--- config.mk ---
export PLATFORM = sky130hd
export DESIGN_NAME = tcdm_bank_responder
export DESIGN_NICKNAME = d
export VERILOG_FILES = /design/src/rtl/tcdm_bank_responder.sv
export SDC_FILE = /design/constraint.sdc
export NUM_CORES = 1
export LEC_CHECK = 0
export BUFFER_PORTS_ARGS = -buffer_cell sky130_fd_sc_hd__buf_2
export CAP_MARGIN = 20
export CELL_PAD_IN_SITES_DETAIL_PLACEMENT = 0
export CELL_PAD_IN_SITES_GLOBAL_PLACEMENT = 2
export CORE_ASPECT_RATIO = 1.5
export CORE_UTILIZATION = 38
export CTS_CLUSTER_SIZE = 40
export DETAILED_ROUTE_END_ITERATION = 8
export PLACE_DENSITY_LB_ADDON = 0.1
export SLEW_MARGIN = 5
export SYNTH_ARGS = -nofsm -noshare
export SYNTH_HDL_FRONTEND = slang
export SYNTH_SLANG_ARGS = --single-unit
export TNS_END_PERCENT = 1
--- constraint.sdc ---
create_clock -name clk_i -period 6.68 [get_ports clk_i]
set_input_delay 0.668 -clock clk_i [delete_from_list [all_inputs] [get_ports clk_i]]
set_output_delay 0.668 -clock clk_i [all_outputs]
set_load 0.03 [all_outputs]
--- src/rtl/tcdm_bank_responder.sv ---
// rtl/tcdm_bank_responder.sv - TCDM bank endpoint: SRAM driver, AMO/LR-SC engine, response buffer
//
// Purpose: accepts slave requests for one single-port SRAM bank, performs plain
// reads/writes, atomic read-modify-write operations and LR/SC, and returns
// responses that echo the request metadata through a small fall-through buffer.
//
// Ports:
//   clk_i, rst_i           clock, synchronous active-high reset
//   req_*                  slave request (valid/ready, addr, wen, be, data, amo, tags)
//   resp_*                 slave response (valid/ready, data, echoed amo and tags)
//   mem_*                  SRAM interface; mem_rdata_i valid one cycle after a read
module tcdm_bank_responder #(
  parameter int unsigned DataWidth     = 32,
  parameter int unsigned BankAddrWidth = 8,
  parameter int unsigned MetaIdWidth   = 6,
  parameter int unsigned CoreIdWidth   = 2,
  parameter int unsigned IniAddrWidth  = 4,
  parameter int unsigned RespDepth     = 2,
  parameter bit          LrScEnable    = 1'b1
) (
  input  logic                     clk_i,
  input  logic                     rst_i,
  input  logic                     req_valid_i,
  output logic                     req_ready_o,
  input  logic [BankAddrWidth-1:0] req_addr_i,
  input  logic                     req_wen_i,
  input  logic [DataWidth/8-1:0]   req_be_i,
  input  logic [DataWidth-1:0]     req_data_i,
  input  logic [3:0]               req_amo_i,
  input  logic [MetaIdWidth-1:0]   req_meta_id_i,
  input  logic [CoreIdWidth-1:0]   req_core_id_i,
  input  logic [IniAddrWidth-1:0]  req_ini_addr_i,
  output logic                     resp_valid_o,
  input  logic                     resp_ready_i,
  output logic [DataWidth-1:0]     resp_data_o,
  output logic [3:0]               resp_amo_o,
  output logic [MetaIdWidth-1:0]   resp_meta_id_o,
  output logic [CoreIdWidth-1:0]   resp_core_id_o,
  output logic [IniAddrWidth-1:0]  resp_ini_addr_o,
  output logic                     mem_req_o,
  output logic                     mem_we_o,
  output logic [BankAddrWidth-1:0] mem_addr_o,
  output logic [DataWidth/8-1:0]   mem_be_o,
  output logic [DataWidth-1:0]     mem_wdata_o,
  input  logic [DataWidth-1:0]     mem_rdata_i
);

  localparam int unsigned CntWidth = $clog2(RespDepth + 1);
  localparam int unsigned PtrWidth = (RespDepth > 1) ? $clog2(RespDepth) : 1;

  typedef enum logic [0:0] {IDLE, AMO_WB} state_e;

  typedef struct packed {
    logic [DataWidth-1:0]    data;
    logic [3:0]              amo;
    logic [MetaIdWidth-1:0]  meta_id;
    logic [CoreIdWidth-1:0]  core_id;
    logic [IniAddrWidth-1:0] ini_addr;
  } resp_t;

  state_e                  state_q, state_d;
  logic                    pend_q, pend_sc_q, pend_sc_fail_q;
  logic [3:0]              meta_amo_q;
  logic [MetaIdWidth-1:0]  meta_id_q;
  logic [CoreIdWidth-1:0]  meta_core_q;
  logic [IniAddrWidth-1:0] meta_ini_q;
  logic [BankAddrWidth-1:0] amo_addr_q;
  logic [DataWidth-1:0]    amo_opnd_q;
  logic                    res_valid_q;
  logic [BankAddrWidth-1:0] res_addr_q;
  logic [CoreIdWidth-1:0]  res_core_q;
  logic [IniAddrWidth-1:0] res_ini_q;
  resp_t                   fifo_q [RespDepth];
  logic [PtrWidth-1:0]     rptr_q, wptr_q;
  logic [CntWidth-1:0]     cnt_q, cnt_d;

  logic is_lr, is_sc, is_amo, is_wr, accept, sc_ok;
  logic push, push_bypass, out_valid, pop, deq, store;
  logic [DataWidth-1:0] push_data;
  resp_t push_ent, out_ent;

  assign is_lr  = (req_amo_i == 4'hA);
  assign is_sc  = (req_amo_i == 4'hB);
  assign is_amo = (req_amo_i >= 4'h1) && (req_amo_i <= 4'h9);
  assign is_wr  = req_wen_i && !is_lr && !is_sc && !is_amo;

  // Outstanding reads are counted so every accepted request has a free slot
  // waiting for it; this keeps ready independent of resp_ready_i.
  assign req_ready_o = !rst_i && (state_q == IDLE) &&
                       ((32'(cnt_q) + 32'(pend_q)) < RespDepth);
  assign accept = req_valid_i && req_ready_o;
  assign sc_ok  = is_sc && res_valid_q && (res_addr_q == req_addr_i) &&
                  (res_core_q == req_core_id_i) && (res_ini_q == req_ini_addr_i);

  function automatic logic [DataWidth-1:0] amo_alu(input logic [3:0] opc,
                                                   input logic [DataWidth-1:0] old,
                                                   input logic [DataWidth-1:0] opnd);
    case (opc)
      4'h1:    amo_alu = opnd;
      4'h2:    amo_alu = old + opnd;
      4'h3:    amo_alu = old & opnd;
      4'h4:    amo_alu = old | opnd;
      4'h5:    amo_alu = old ^ opnd;
      4'h6:    amo_alu = ($signed(old) > $signed(opnd)) ? old : opnd;
      4'h7:    amo_alu = (old > opnd) ? old : opnd;
      4'h8:    amo_alu = ($signed(old) < $signed(opnd)) ? old : opnd;
      4'h9:    amo_alu = (old < opnd) ? old : opnd;
      default: amo_alu = old;
    endcase
  endfunction

  function automatic logic [PtrWidth-1:0] ptr_inc(input logic [PtrWidth-1:0] p);
    ptr_inc = (p == PtrWidth'(RespDepth - 1)) ? '0 : p + 1'b1;
  endfunction

  always_comb begin
    state_d     = state_q;
    mem_req_o   = 1'b0;
    mem_we_o    = 1'b0;
    mem_addr_o  = '0;
    mem_be_o    = '0;
    mem_wdata_o = '0;
    push        = 1'b0;
    push_bypass = 1'b0;
    push_data   = '0;
    if (!rst_i) begin
      if (state_q == AMO_WB) begin
        mem_req_o   = 1'b1;
        mem_we_o    = 1'b1;
        mem_addr_o  = amo_addr_q;
        mem_be_o    = '1;
        mem_wdata_o = amo_alu(meta_amo_q, mem_rdata_i, amo_opnd_q);
        // Old value goes into storage only, so it appears the cycle after write-back.
        push        = 1'b1;
        push_data   = mem_rdata_i;
        state_d     = IDLE;
      end else if (accept) begin
        mem_req_o   = !is_sc || sc_ok;
        mem_we_o    = is_wr || sc_ok;
        mem_addr_o  = req_addr_i;
        mem_be_o    = req_be_i;
        mem_wdata_o = req_data_i;
        if (is_amo) state_d = AMO_WB;
      end
      if (pend_q) begin
        push        = 1'b1;
        push_bypass = 1'b1;
        push_data   = pend_sc_q ? DataWidth'(pend_sc_fail_q) : mem_rdata_i;
      end
    end
  end

  always_comb begin
    push_ent = '{data: push_data, amo: meta_amo_q, meta_id: meta_id_q,
                 core_id: meta_core_q, ini_addr: meta_ini_q};
    if (cnt_q != '0) begin
      out_valid = 1'b1;
      out_ent   = fifo_q[rptr_q];
    end else begin
      out_valid = push && push_bypass;
      out_ent   = push_ent;
    end
    pop   = out_valid && resp_ready_i && !rst_i;
    deq   = pop && (cnt_q != '0);
    // A bypassed push popped straight through an empty buffer is never stored.
    store = push && !(cnt_q == '0 && pop);
    cnt_d = cnt_q + CntWidth'(store) - CntWidth'(deq);
  end

  assign resp_valid_o    = out_valid && !rst_i;
  assign resp_data_o     = resp_valid_o ? out_ent.data     : '0;
  assign resp_amo_o      = resp_valid_o ? out_ent.amo      : '0;
  assign resp_meta_id_o  = resp_valid_o ? out_ent.meta_id  : '0;
  assign resp_core_id_o  = resp_valid_o ? out_ent.core_id  : '0;
  assign resp_ini_addr_o = resp_valid_o ? out_ent.ini_addr : '0;

  always_ff @(posedge clk_i) begin
    if (rst_i) begin
      state_q        <= IDLE;
      pend_q         <= 1'b0;
      pend_sc_q      <= 1'b0;
      pend_sc_fail_q <= 1'b0;
      meta_amo_q     <= '0;
      meta_id_q      <= '0;
      meta_core_q    <= '0;
      meta_ini_q     <= '0;
      amo_addr_q     <= '0;
      amo_opnd_q     <= '0;
      res_valid_q    <= 1'b0;
      res_addr_q     <= '0;
      res_core_q     <= '0;
      res_ini_q      <= '0;
      rptr_q         <= '0;
      wptr_q         <= '0;
      cnt_q          <= '0;
    end else begin
      state_q <= state_d;
      pend_q  <= accept && !is_wr && !is_amo;
      if (accept) begin
        pend_sc_q      <= is_sc;
        pend_sc_fail_q <= !sc_ok;
        meta_amo_q     <= req_amo_i;
        meta_id_q      <= req_meta_id_i;
        meta_core_q    <= req_core_id_i;
        meta_ini_q     <= req_ini_addr_i;
        amo_addr_q     <= req_addr_i;
        amo_opnd_q     <= req_data_i;
        if (is_sc) begin
          res_valid_q <= 1'b0;
        end else if (is_wr && res_valid_q && (req_addr_i == res_addr_q)) begin
          res_valid_q <= 1'b0;
        end
        if (is_lr && LrScEnable) begin
          res_valid_q <= 1'b1;
          res_addr_q  <= req_addr_i;
          res_core_q  <= req_core_id_i;
          res_ini_q   <= req_ini_addr_i;
        end
      end else if (state_q == AMO_WB && res_valid_q && (amo_addr_q == res_addr_q)) begin
        res_valid_q <= 1'b0;
      end
      if (store) wptr_q <= ptr_inc(wptr_q);
      if (deq)   rptr_q <= ptr_inc(rptr_q);
      cnt_q <= cnt_d;
    end
  end

  always_ff @(posedge clk_i) begin
    if (store) fifo_q[wptr_q] <= push_ent;
  end

endmodule

==> results of run 1 <==
==> cells by family after synthesis <==
family / synth area share
simple gates: 0.167
compound gates: 0.240
buf+inv: 0.0629
flops: 0.352
fa+ha+maj: 0.0979
mux: 0.0507
xor+xnor: 0.0296
==> per-stage QoR <==
step / hold slack, ns / instances / worst slack (ns) / total power [mW] / area [um^2]
6_report: 0.429 / 2058 / 1.10 / 3.08 / 14600
5_1_grt: 0.438 / 2057 / 0.818 / 3.21 / 14600
4_1_cts: 0.397 / 2057 / 1.08 / 3.11 / 14600
3_5_place_dp: 0.461 / 2025 / 1.18 / 2.05 / 14000
3_3_place_gp: 0.456 / 2025 / 1.12 / 2.05 / 14000
2_1_floorplan: 0.424 / 1501 / 1.69 / 1.77 / 12700
==> sequential cells by signal, indices dropped and copies added (netlist names), named ones only <==
signal and flops:
pend_q 1, pend_sc_q 1, pend_sc_fail_q 1, fifo_q 96
cnt_q 2, wptr_q 1, amo_addr_q 8, meta_ini_q 4
meta_core_q 2, meta_id_q 6, amo_opnd_q 32, res_core_q 2
res_ini_q 4, state_q 1, res_valid_q 1, meta_amo_q 4
rptr_q 1, res_addr_q 8
==> power by group through the flow <==
stage / clock (mW) / combinational, mW / sequential, mW
floorplan: 0 / 0.548 / 1.22
global placement: 0 / 0.813 / 1.23
detailed placement: 0 / 0.812 / 1.23
CTS: 1.08 / 0.816 / 1.21
global route: 1.11 / 0.885 / 1.21
finish: 1.06 / 0.813 / 1.21
==> critical path: cells and delay by family, from the launching register on <==
| kind | cells | cell delay (ns) |
|---|---|---|
| DFF | 1 | 0.39 |
| AOI/OAI and AO/OA | 5 | 0.99 |
| buffers and inverters | 4 | 0.80 |
| and+or+nand+nor | 3 | 1.76 |
| adders and majority gates | 1 | 0.52 |
==> final timing paths <==
kind | start | endpoint | slack, ns | depth (start not counted)
setup / recovery | amo_opnd_q[31]$_SDFFE_PP0P_ | mem_wdata_o[14] | 1.10 | 13
hold / removal | req_wen_i | pend_q$_SDFF_PP0_ | 0.43 | 2
setup reg to reg | pend_q$_SDFF_PP0_ | res_addr_q[2]$_SDFFE_PP0P_ | 3.63 | 6
hold reg to reg | res_core_q[0]$_SDFFE_PP0P_ | res_core_q[0]$_SDFFE_PP0P_ | 0.47 | 2
==> final cells by class <==
| type | count | area (um^2) | area share |
|---|---|---|---|
| Clock buffer | 18 | 429 | 0.0294 |
| Clock inverter | 14 | 174 | 0.0119 |
| Antenna cell | 1 | 2.50 | 0.000171 |
| Inverter | 91 | 342 | 0.0234 |
| Multi-Input combinational cell | 1125 | 7500 | 0.513 |
| Timing Repair Buffer | 218 | 1160 | 0.0793 |
| Tap cell | 415 | 519 | 0.0355 |
| Sequential cell | 176 | 4490 | 0.307 |
==> cell usage after synthesis (all sizes together) (3+ instances only) <==
cell type  instances
a211oi            53
a21boi             3
a21o              17
a21oi            133
a221oi            39
a22oi             21
a311oi             4
a31oi              6
a32oi              3
and2              12
and3               3
buf               29
clkbuf            80
dfxtp             80
edfxtp            96
ha                98
inv               91
mux2i             63
nand2            219
nand2b             5
nand3             16
nand4             19
nor2             110
nor2b             11
nor3              46
nor4               9
o2111ai           12
o211ai            18
o21a               5
o21ai             78
o21bai            12
o221ai            13
o31a               3
o31ai              3
o41ai              3
or2                5
or3                4
or3b               3
or4                5
xnor2             36
xor2               7
==> per-layer routing <==
metal / wire (um) / vias up
li1: - / 5706
met1: 18400 / 5721
met2: 23800 / 354
met3: 2260 / 76
met4: 2480 / 2
met5: 13 / -
==> placed cells by master (no fill, tap or decap), types with 6 or more instances in the layout <==
cell       count
nor3_1        42
o211ai_1      18
a22oi_1       21
and2_1        10
o21bai_1      11
nand3_1       16
o2111ai_1     12
a21o_1        17
nor2_1       108
buf_4         27
nor2b_1       11
o21ai_0       72
ha_1          98
a221oi_2      12
nand2_1      215
xor2_1         7
mux2i_1       61
a21oi_1      131
buf_2        191
nand4_1       19
o21ai_1        6
o221ai_1      13
inv_1         90
a31oi_1        6
clkbuf_16     17
edfxtp_1      96
a221oi_1      27
a211oi_1      53
xnor2_1       36
dfxtp_1       79
==> results.json, run 1 <==
{
  "synth_cell_types": 76,
  "hold_viol_final": 0,
  "drt_iter0_drc": 721,
  "critPathMaxFanout": 9,
  "ys_seq_area_frac": 0.352,
  "fin_crit_ns": 5.58,
  "hpwl_mm": 33.2,
  "die_h_um": 226,
  "cts_setup_buffers": 0,
  "syn_nets": 1697,
  "syn_area_per_cell_um2": 8.48,
  "finalSetupTns_ns": 0,
  "fmax_mhz": 179,
  "cts.hold.buffers_added": 0,
  "slew_viol_final": 0,
  "clkSinkCount": 176,
  "finClkSkew_ns": 0.0222,
  "finalSetupViolations": 0,
  "ant_nets": 0,
  "ys.flop_type": "edfxtp_1",
  "antenna_found_initial": 3,
  "ys_top_cells_by_area": "edfxtp_1 (23%), dfxtp_1 (13%), ha_1 (9.6%)",
  "tritoncts": "done",
  "postSynthCellCount": 1501,
  "period_share": 0.835,
  "worstSetupPathType": "flip-flop to output pin",
  "pwr-share-clk": 0.344,
  "area_growth_syn_to_layout_pct": 14.7,
  "yosys_warnings": 0,
  "powerDensity_mw_per_mm2": 211,
  "max-slew-margin-rel": 0.260,
  "syn_area_mm2": 0.0127,
  "cp_slowest_cell": "or2_0",
  "path_clk_slew_ns": 0.08,
  "grt_util_met2": 0.479,
  "cts_root_buf": "clkbuf_16",
  "postLayoutCoreUtil": 0.445,
  "start_util": 0.388,
  "crit_required_ns": 6.01,
  "clk_latency_ns": 0.47,
  "drive_above_1_share": 0.180,
  "crit_path_end_kind": "output pin",
  "routed_wl_mm": 47.0,
  "use_met1": 0.320,
  "rsz0062_at_grt": "false",
  "post_cts_resized": 0,
  "vdd_drop_max_mv": 0.157,
  "async_flop_share": 0,
  "ios": 193,
  "status": "finished clean",
  "cts_max_level": 4,
  "drc": 0,
  "startpoint_type": "flip-flop",
  "grt_pass1_vias": 11600,
  "fp.dieW_um": 151,
  "nFillCells": 3388,
  "ys_ff_latch": 176,
  "first_pass_iters": 5,
  "ctsLongestPathBuffers": 2,
  "vias": 11900,
  "intPower_mw": 1.96,
  "synth_top_area_frac": 0.226,
  "gp_congestion": 0.908,
  "core_area_mm2": 0.0328,
  "cap_violations": 0,
  "drt-vias-per-instance": 5.76,
  "cp_cell_sequence": "inv_1 -> ha_1 -> inv_1 -> a21oi_1 -> o31ai_1 -> or4_1 -> nor3_2 -> o31a_1 -> or2_0 -> buf_4 -> a221oi_1 -> a211oi_1 -> buf_2",
  "power_frac_comb": 0.264,
  "met3_usage": 0.0424,
  "synth_edf_count": 96,
  "die_area_mm2": 0.0343,
  "grt_max_degree": 75,
  "max_stage_delay_ns": 0.82,
  "port_buffers": 192,
  "p_sw_frac": 0.362,
  "cts_made_buffers": 17,
  "grt_pass1_wl_mm": 69.6,
  "grt.busiest_layer": "met2",
  "hold_path_class": "input pin to flip-flop",
  "switching_power_mw": 1.12,
  "p_leak_nw": 5.67,
  "p_seq_frac": 0.392,
  "worstMarginPinSlew_ns": 1.10,
  "grt_usage": 0.276,
  "timing.critical_path.mode_cell": "inv_1",
  "rows": 81,
  "gr-total-overflow": 0,
  "final_nets": 1825,
  "cp.arrival_ns": 4.91,
  "yosys.area.top_type": "edfxtp_1",
  "wl_per_cell_um": 22.8
}
(Power assumes the default switching activity.)
==> run 2, diff against run 1 <==
--- a/config.mk
+++ b/config.mk
@@ -5,12 +5,13 @@
 export SDC_FILE = /design/constraint.sdc
 export NUM_CORES = 1
 export LEC_CHECK = 0
+export ABC_AREA = 1
 export BUFFER_PORTS_ARGS = -buffer_cell sky130_fd_sc_hd__buf_2
 export CAP_MARGIN = 20
 export CELL_PAD_IN_SITES_DETAIL_PLACEMENT = 0
 export CELL_PAD_IN_SITES_GLOBAL_PLACEMENT = 2
 export CORE_ASPECT_RATIO = 1.5
-export CORE_UTILIZATION = 38
+export CORE_UTILIZATION = 33
 export CTS_CLUSTER_SIZE = 40
 export DETAILED_ROUTE_END_ITERATION = 8
 export PLACE_DENSITY_LB_ADDON = 0.1
==> constraint.sdc (replaced) <==
create_clock -name clk_i -period 5.5 [get_ports clk_i]
set_input_delay 0.55 -clock clk_i [delete_from_list [all_inputs] [get_ports clk_i]]
set_output_delay 0.55 -clock clk_i [all_outputs]
set_load 0.03 [all_outputs]
==> results.json, run 2 <==
{
  "grt_pass1_wl_mm": 96.1,
  "hold_viol_final": 0,
  "cp.arrival_ns": 4.59,
  "vdd_drop_max_mv": 0.179,
  "die_area_mm2": 0.0455,
  "status": "finished clean",
  "antenna_found_initial": 0,
  "slew_viol_final": 0,
  "finalSetupViolations": 0,
  "clk_latency_ns": 0.44,
  "crit_required_ns": 4.95,
  "startpoint_type": "flip-flop",
  "postSynthCellCount": 2209,
  "clkSinkCount": 176,
  "hold_path_class": "input pin to flip-flop",
  "fmax_mhz": 195,
  "hpwl_mm": 47.0,
  "port_buffers": 192,
  "rows": 94,
  "yosys_warnings": 0,
  "cts_made_buffers": 17,
  "post_cts_resized": 0,
  "timing.final.ws_setup_ns": 0.360,
  "drive_above_1_share": 0.144,
  "crit_path_end_kind": "output pin",
  "syn_area_mm2": 0.0147,
  "die_h_um": 261,
  "layout_commonest_cell": "nand2_1",
  "tritoncts": "done",
  "total_power_mw": 3.93,
  "cts_setup_buffers": 0,
  "crit_buf_inv": 3,
  "largest_register": "fifo_q",
  "cp_cell_sequence": "inv_1 -> ha_1 -> nor2_1 -> nand3_1 -> nor2_4 -> and3_1 -> nand2_2 -> nand2_2 -> nand2_1 -> nand2_1 -> buf_4 -> nand3_1 -> nand2_1 -> nor2_1 -> nand3_1 -> nand2_1 -> a21oi_1 -> buf_2",
  "syn_area_per_cell_um2": 6.67,
  "powerDensity_mw_per_mm2": 234,
  "area_growth_syn_to_layout_pct": 14.2,
  "worstMarginPinSlew_ns": 1.00,
  "ys_ff_latch": 176,
  "rsz0062_at_grt": "false",
  "ys_seq_area_frac": 0.304,
  "finalSetupTns_ns": 0,
  "ant_nets": 0,
  "syn_nets": 2405,
  "synth_top_area_frac": 0.196,
  "drt_iter0_drc": 1357,
  "yosys.area.top_type": "edfxtp_1",
  "critPathMaxFanout": 28,
  "gr-total-overflow": 0,
  "place_inst": 2884,
  "largest_register_ffs": 96,
  "reg2reg_depth": 6,
  "synth_edf_count": 96,
  "path_clk_slew_ns": 0.07,
  "hp-start": "req_meta_id_i[0]",
  "cts_root_buf": "clkbuf_16",
  "max-slew-margin-rel": 0.333,
  "vias": 15900,
  "worstSetupPathType": "flip-flop to output pin",
  "timing.critical_path.mode_cell": "nand2_1",
  "reg2reg_from": "state_q$_SDFF_PP0_",
  "ys.flop_type": "edfxtp_1",
  "crit_start": "amo_opnd_q[27]$_SDFFE_PP0P_",
  "first_pass_iters": 5,
  "fin_crit_ns": 5.14,
  "cts.hold.buffers_added": 0,
  "whs_ns": 0.366,
  "cp_slowest_cell": "dfxtp_1",
  "finClkSkew_ns": 0.0121,
  "start_util": 0.335,
  "final_cell_mix": "nand2_1 (521), nand3_1 (248), nor2_1 (233), a21oi_1 (224), buf_2 (192)",
  "antenna_cells": 0,
  "cp.depth": 18,
  "cts_max_level": 4,
  "grt_usage": 0.279,
  "synth_most_common_cell": "nand2_1",
  "async_flop_share": 0,
  "final_nets": 2524,
  "grt_max_degree": 61,
  "largestRegisters": "fifo_q x96, amo_opnd_q x32",
  "p_leak_nw": 7.45,
  "period_share": 0.935,
  "synth_cell_types": 49,
  "crit_family": "simple AND/OR/NAND/NOR gates",
  "ctsLongestPathBuffers": 2,
  "stdcell_count": 2917,
  "ys_top_cells_by_area": "edfxtp_1 (20%), nand2_1 (13%), dfxtp_1 (11%)",
  "dp_slack_ns": 0.592,
  "drt-vias-per-instance": 5.46,
  "gp_congestion": 0.885,
  "ios": 193,
  "grt_pass1_vias": 15100,
  "synth_commonest_cells": "nand2_1 (523), nand3_1 (248), nor2_1 (238)",
  "routed_wl_mm": 64.7,
  "fp.dieW_um": 175,
  "wl_per_cell_um": 22.2,
  "cap_violations": 0,
  "max_stage_delay_ns": 0.48,
  "hold_depth": 3,
  "core_area_mm2": 0.0440,
  "drc": 0
}
[run 2: changes by cell type after synthesis, sizes merged, moves of 31 or more]
cell / before / now
nand2: 219 / 528
nand3: 16 / 251
nor2: 110 / 241
inv: 91 / 194
a21oi: 133 / 226
o21ai: 78 / 148
mux2i: 63 / 0
a221oi: 39 / 5
mux2: 1 / 32
[run 2: routing by layer]
metal / global-route usage / vias up / wire [um]
met1: 0.355 / 7543 / 27600
met5: 0 / - / 0
met4: 0.106 / 0 / 2180
met3: 0.0348 / 97 / 3730
li1: - / 7666 / -
met2: 0.481 / 612 / 31100
[run 2: per-stage QoR]
step | area (um^2) | util
2_1_floorplan | 14700 | -
3_3_place_gp | 16200 | 0.368
3_5_place_dp | 16200 | 0.369
4_1_cts | 16800 | 0.382
5_1_grt | 16800 | 0.382
6_report | 16800 | 0.382
[run 2: cell type report]
cell class                 instances  area (um^2)
inverter                         198          743
clock buffer                      18          450
timing repair buffer             231         1290
sequential                       176         4490
tap                              576          721
fill                            4822        27200
clock inverter                    14          140
multi-input combinational       1704         8990
[run 2: logic make-up after synthesis]
family,share of synthesized area
multiplexers,0.0245
adder cells (fa/ha/maj),0.0846
XOR/XNOR,0.00713
AND/OR/NAND/NOR,0.312
flip-flops,0.304
AO/OA/AOI/OAI,0.178
buffers and inverters,0.0896
[run 2: path summary, 6_finish.rpt]
kind / endpoint / slack, ns
setup / recovery: mem_wdata_o[19] / 0.36
hold / removal: meta_id_q[0]$_SDFFE_PP0P_ / 0.37
setup reg to reg: res_addr_q[7]$_SDFFE_PP0P_ / 1.48
hold reg to reg: flip-flop / 0.44
[run 2: where the power goes]
| part | switching (mW) | internal [mW] | leakage, nW | total (mW) |
|---|---|---|---|---|
| sequential | 0.0438 | 1.43 | 1.54 | 1.47 |
| combinational | 0.875 | 0.347 | 5.62 | 1.22 |
| clock | 0.567 | 0.668 | 0.290 | 1.23 |
| total | 1.49 | 2.44 | 7.45 | 3.93 |
[run 2: worst min-delay path: cells and delay by family]
| kind | cells | cell delay [ns] |
|---|---|---|
| and+or+nand+nor | 1 | 0.05 |
| buffers and inverters | 1 | 0.09 |
| AOI/OAI and AO/OA | 1 | 0.05 |
==> run 3, diff against run 2 <==
--- a/config.mk
+++ b/config.mk
@@ -11,7 +11,8 @@
 export CELL_PAD_IN_SITES_DETAIL_PLACEMENT = 0
 export CELL_PAD_IN_SITES_GLOBAL_PLACEMENT = 2
 export CORE_ASPECT_RATIO = 1.5
-export CORE_UTILIZATION = 33
+export CORE_UTILIZATION = 35
+export CTS_CLUSTER_DIAMETER = 200
 export CTS_CLUSTER_SIZE = 40
 export DETAILED_ROUTE_END_ITERATION = 8
 export PLACE_DENSITY_LB_ADDON = 0.1
==> constraint.sdc (replaced) <==
create_clock -name clk_i -period 6.5 [get_ports clk_i]
set_input_delay 0.65 -clock clk_i [delete_from_list [all_inputs] [get_ports clk_i]]
set_output_delay 0.65 -clock clk_i [all_outputs]
set_load 0.03 [all_outputs]
==> results.json, run 3 (synthesis results as in run 2) <==
{
  "drive_above_1_share": 0.140,
  "drc": 0,
  "grt_max_degree": 66,
  "reg2reg_from": "cnt_q[0]$_SDFF_PP0_",
  "fmax_mhz": 176,
  "crit_path_end_kind": "output pin",
  "reg2reg_depth": 7,
  "hold_viol_final": 0,
  "finalSetupViolations": 0,
  "reg2reg_setup_slack_ns": 2.53,
  "antenna_found_initial": 2,
  "area_growth_syn_to_layout_pct": 13.5,
  "worstMarginPinSlew_ns": 1.08,
  "finalSetupTns_ns": 0,
  "fin_area_mm2": 0.0167,
  "grt_usage": 0.289,
  "max-slew-margin-rel": 0.275,
  "ant_nets": 0,
  "p_leak_nw": 7.41,
  "critPathMaxFanout": 23,
  "rr_endpoint": "res_ini_q[2]$_SDFFE_PP0P_",
  "cts_root_buf": "clkbuf_16",
  "place_area_mm2": 0.0161,
  "ctsLongestPathBuffers": 2,
  "die_area_mm2": 0.0429,
  "cts_made_buffers": 17,
  "post_cts_resized": 0,
  "grt_pass1_vias": 15000,
  "final_cell_mix": "nand2_1 (521), nand3_1 (248), nor2_1 (233), a21oi_1 (224), buf_2 (192)",
  "layout_commonest_cell": "nand2_1",
  "start_util": 0.356,
  "core_area_mm2": 0.0413,
  "largest_register": "fifo_q",
  "vdd_drop_max_mv": 0.171,
  "cap_violations": 0,
  "gr-total-overflow": 0,
  "largest_register_ffs": 96,
  "tritoncts": "done",
  "cts_max_level": 4,
  "crit_buf_inv": 3,
  "dp_slack_ns": 0.966,
  "clkSinkCount": 176,
  "fp.dieW_um": 170,
  "hp-start": "res_ini_q[2]$_SDFFE_PP0P_",
  "drt-vias-per-instance": 5.50,
  "cp_slowest_cell": "nand2_1",
  "die_h_um": 253,
  "largestRegisters": "fifo_q x96, amo_opnd_q x32",
  "timing.final.ws_setup_ns": 0.804,
  "fin_crit_ns": 5.70,
  "worstSetupPathType": "flip-flop to output pin",
  "rsz0062_at_grt": "false",
  "wl_per_cell_um": 21.7,
  "rows": 91,
  "grt_pass1_wl_mm": 93.2,
  "hold_path_class": "flip-flop to flip-flop",
  "hpwl_mm": 45.4,
  "hold_path_end": "res_ini_q[2]$_SDFFE_PP0P_",
  "path_clk_slew_ns": 0.07,
  "cts.hold.buffers_added": 0,
  "crit_family": "simple AND/OR/NAND/NOR gates",
  "cts_setup_buffers": 0,
  "clk_latency_ns": 0.44,
  "cp_cell_sequence": "inv_1 -> ha_1 -> nor2_1 -> nand3_1 -> nor2_4 -> and3_1 -> nand2_2 -> nand2_2 -> nand2_1 -> nand2_1 -> nand2_1 -> buf_4 -> nand2_1 -> nand3_1 -> nand3_1 -> nand2_1 -> a21oi_1 -> buf_2",
  "period_share": 0.876,
  "cp.arrival_ns": 5.05,
  "port_buffers": 192,
  "drt_iter0_drc": 1292,
  "first_pass_iters": 6,
  "routed_wl_mm": 62.7,
  "hold_depth": 2,
  "total_power_mw": 3.32,
  "timing.critical_path.mode_cell": "nand2_1",
  "gp_congestion": 0.883,
  "finClkSkew_ns": 0.00863,
  "ios": 193,
  "slew_viol_final": 0,
  "vias": 15900,
  "postLayoutCoreUtil": 0.405,
  "max_stage_delay_ns": 0.66,
  "powerDensity_mw_per_mm2": 199,
  "crit_required_ns": 5.85,
  "final_nets": 2515,
  "startpoint_type": "flip-flop",
  "status": "finished clean"
}
==> run 3: worst min-delay path, stage by stage, from the launching register on <==
cell	delay (ns)
dfxtp_1	0.32
inv_1	0.05
a21oi_1	0.05
==> run 3: area by class of cell <==
cell class	instances	area [um^2]
diodes	3	7.51
clock buffers	21	492
clock inverters	11	125
fillers	4531	24600
inverters	198	743
multi-input cells	1704	8990
flip-flops and latches	176	4490
well taps	558	698
repair buffers	222	1190
==> run 3: metrics by stage <==
step                      hold slack, ns  instances
final                              0.460       2893
after global routing               0.453       2892
after CTS                          0.445       2890
after detailed placement           0.440       2858
after global placement             0.428       2858
after floorplan                    0.425       2209
==> run 3: per-layer routing <==
layer	global-route usage	up-vias	part of all wire
met5	0	-	0
met4	0.110	0	0.033
met3	0.0333	104	0.055
met2	0.484	576	0.48
met1	0.379	7583	0.44
li1	-	7649	-
==> run 3: how the worst max path moves through the flow <==
stage,endpoint,startpoint,depth (start not counted)
2_1_floorplan,mem_req_o,rst_i,7
3_3_place_gp,mem_wdata_o[29],mem_rdata_i[21],19
3_5_place_dp,mem_wdata_o[29],mem_rdata_i[21],19
4_1_cts,mem_wdata_o[29],amo_opnd_q[26]$_SDFFE_PP0P_,18
5_1_grt,mem_wdata_o[29],amo_opnd_q[26]$_SDFFE_PP0P_,18
6_report,mem_wdata_o[29],amo_opnd_q[26]$_SDFFE_PP0P_,18
==> run 3: where the power goes <==
group          total, mW  internal, mW  switching [mW]
registers           1.24          1.21          0.0346
logic               1.02         0.289           0.730
clock network       1.06         0.622           0.439
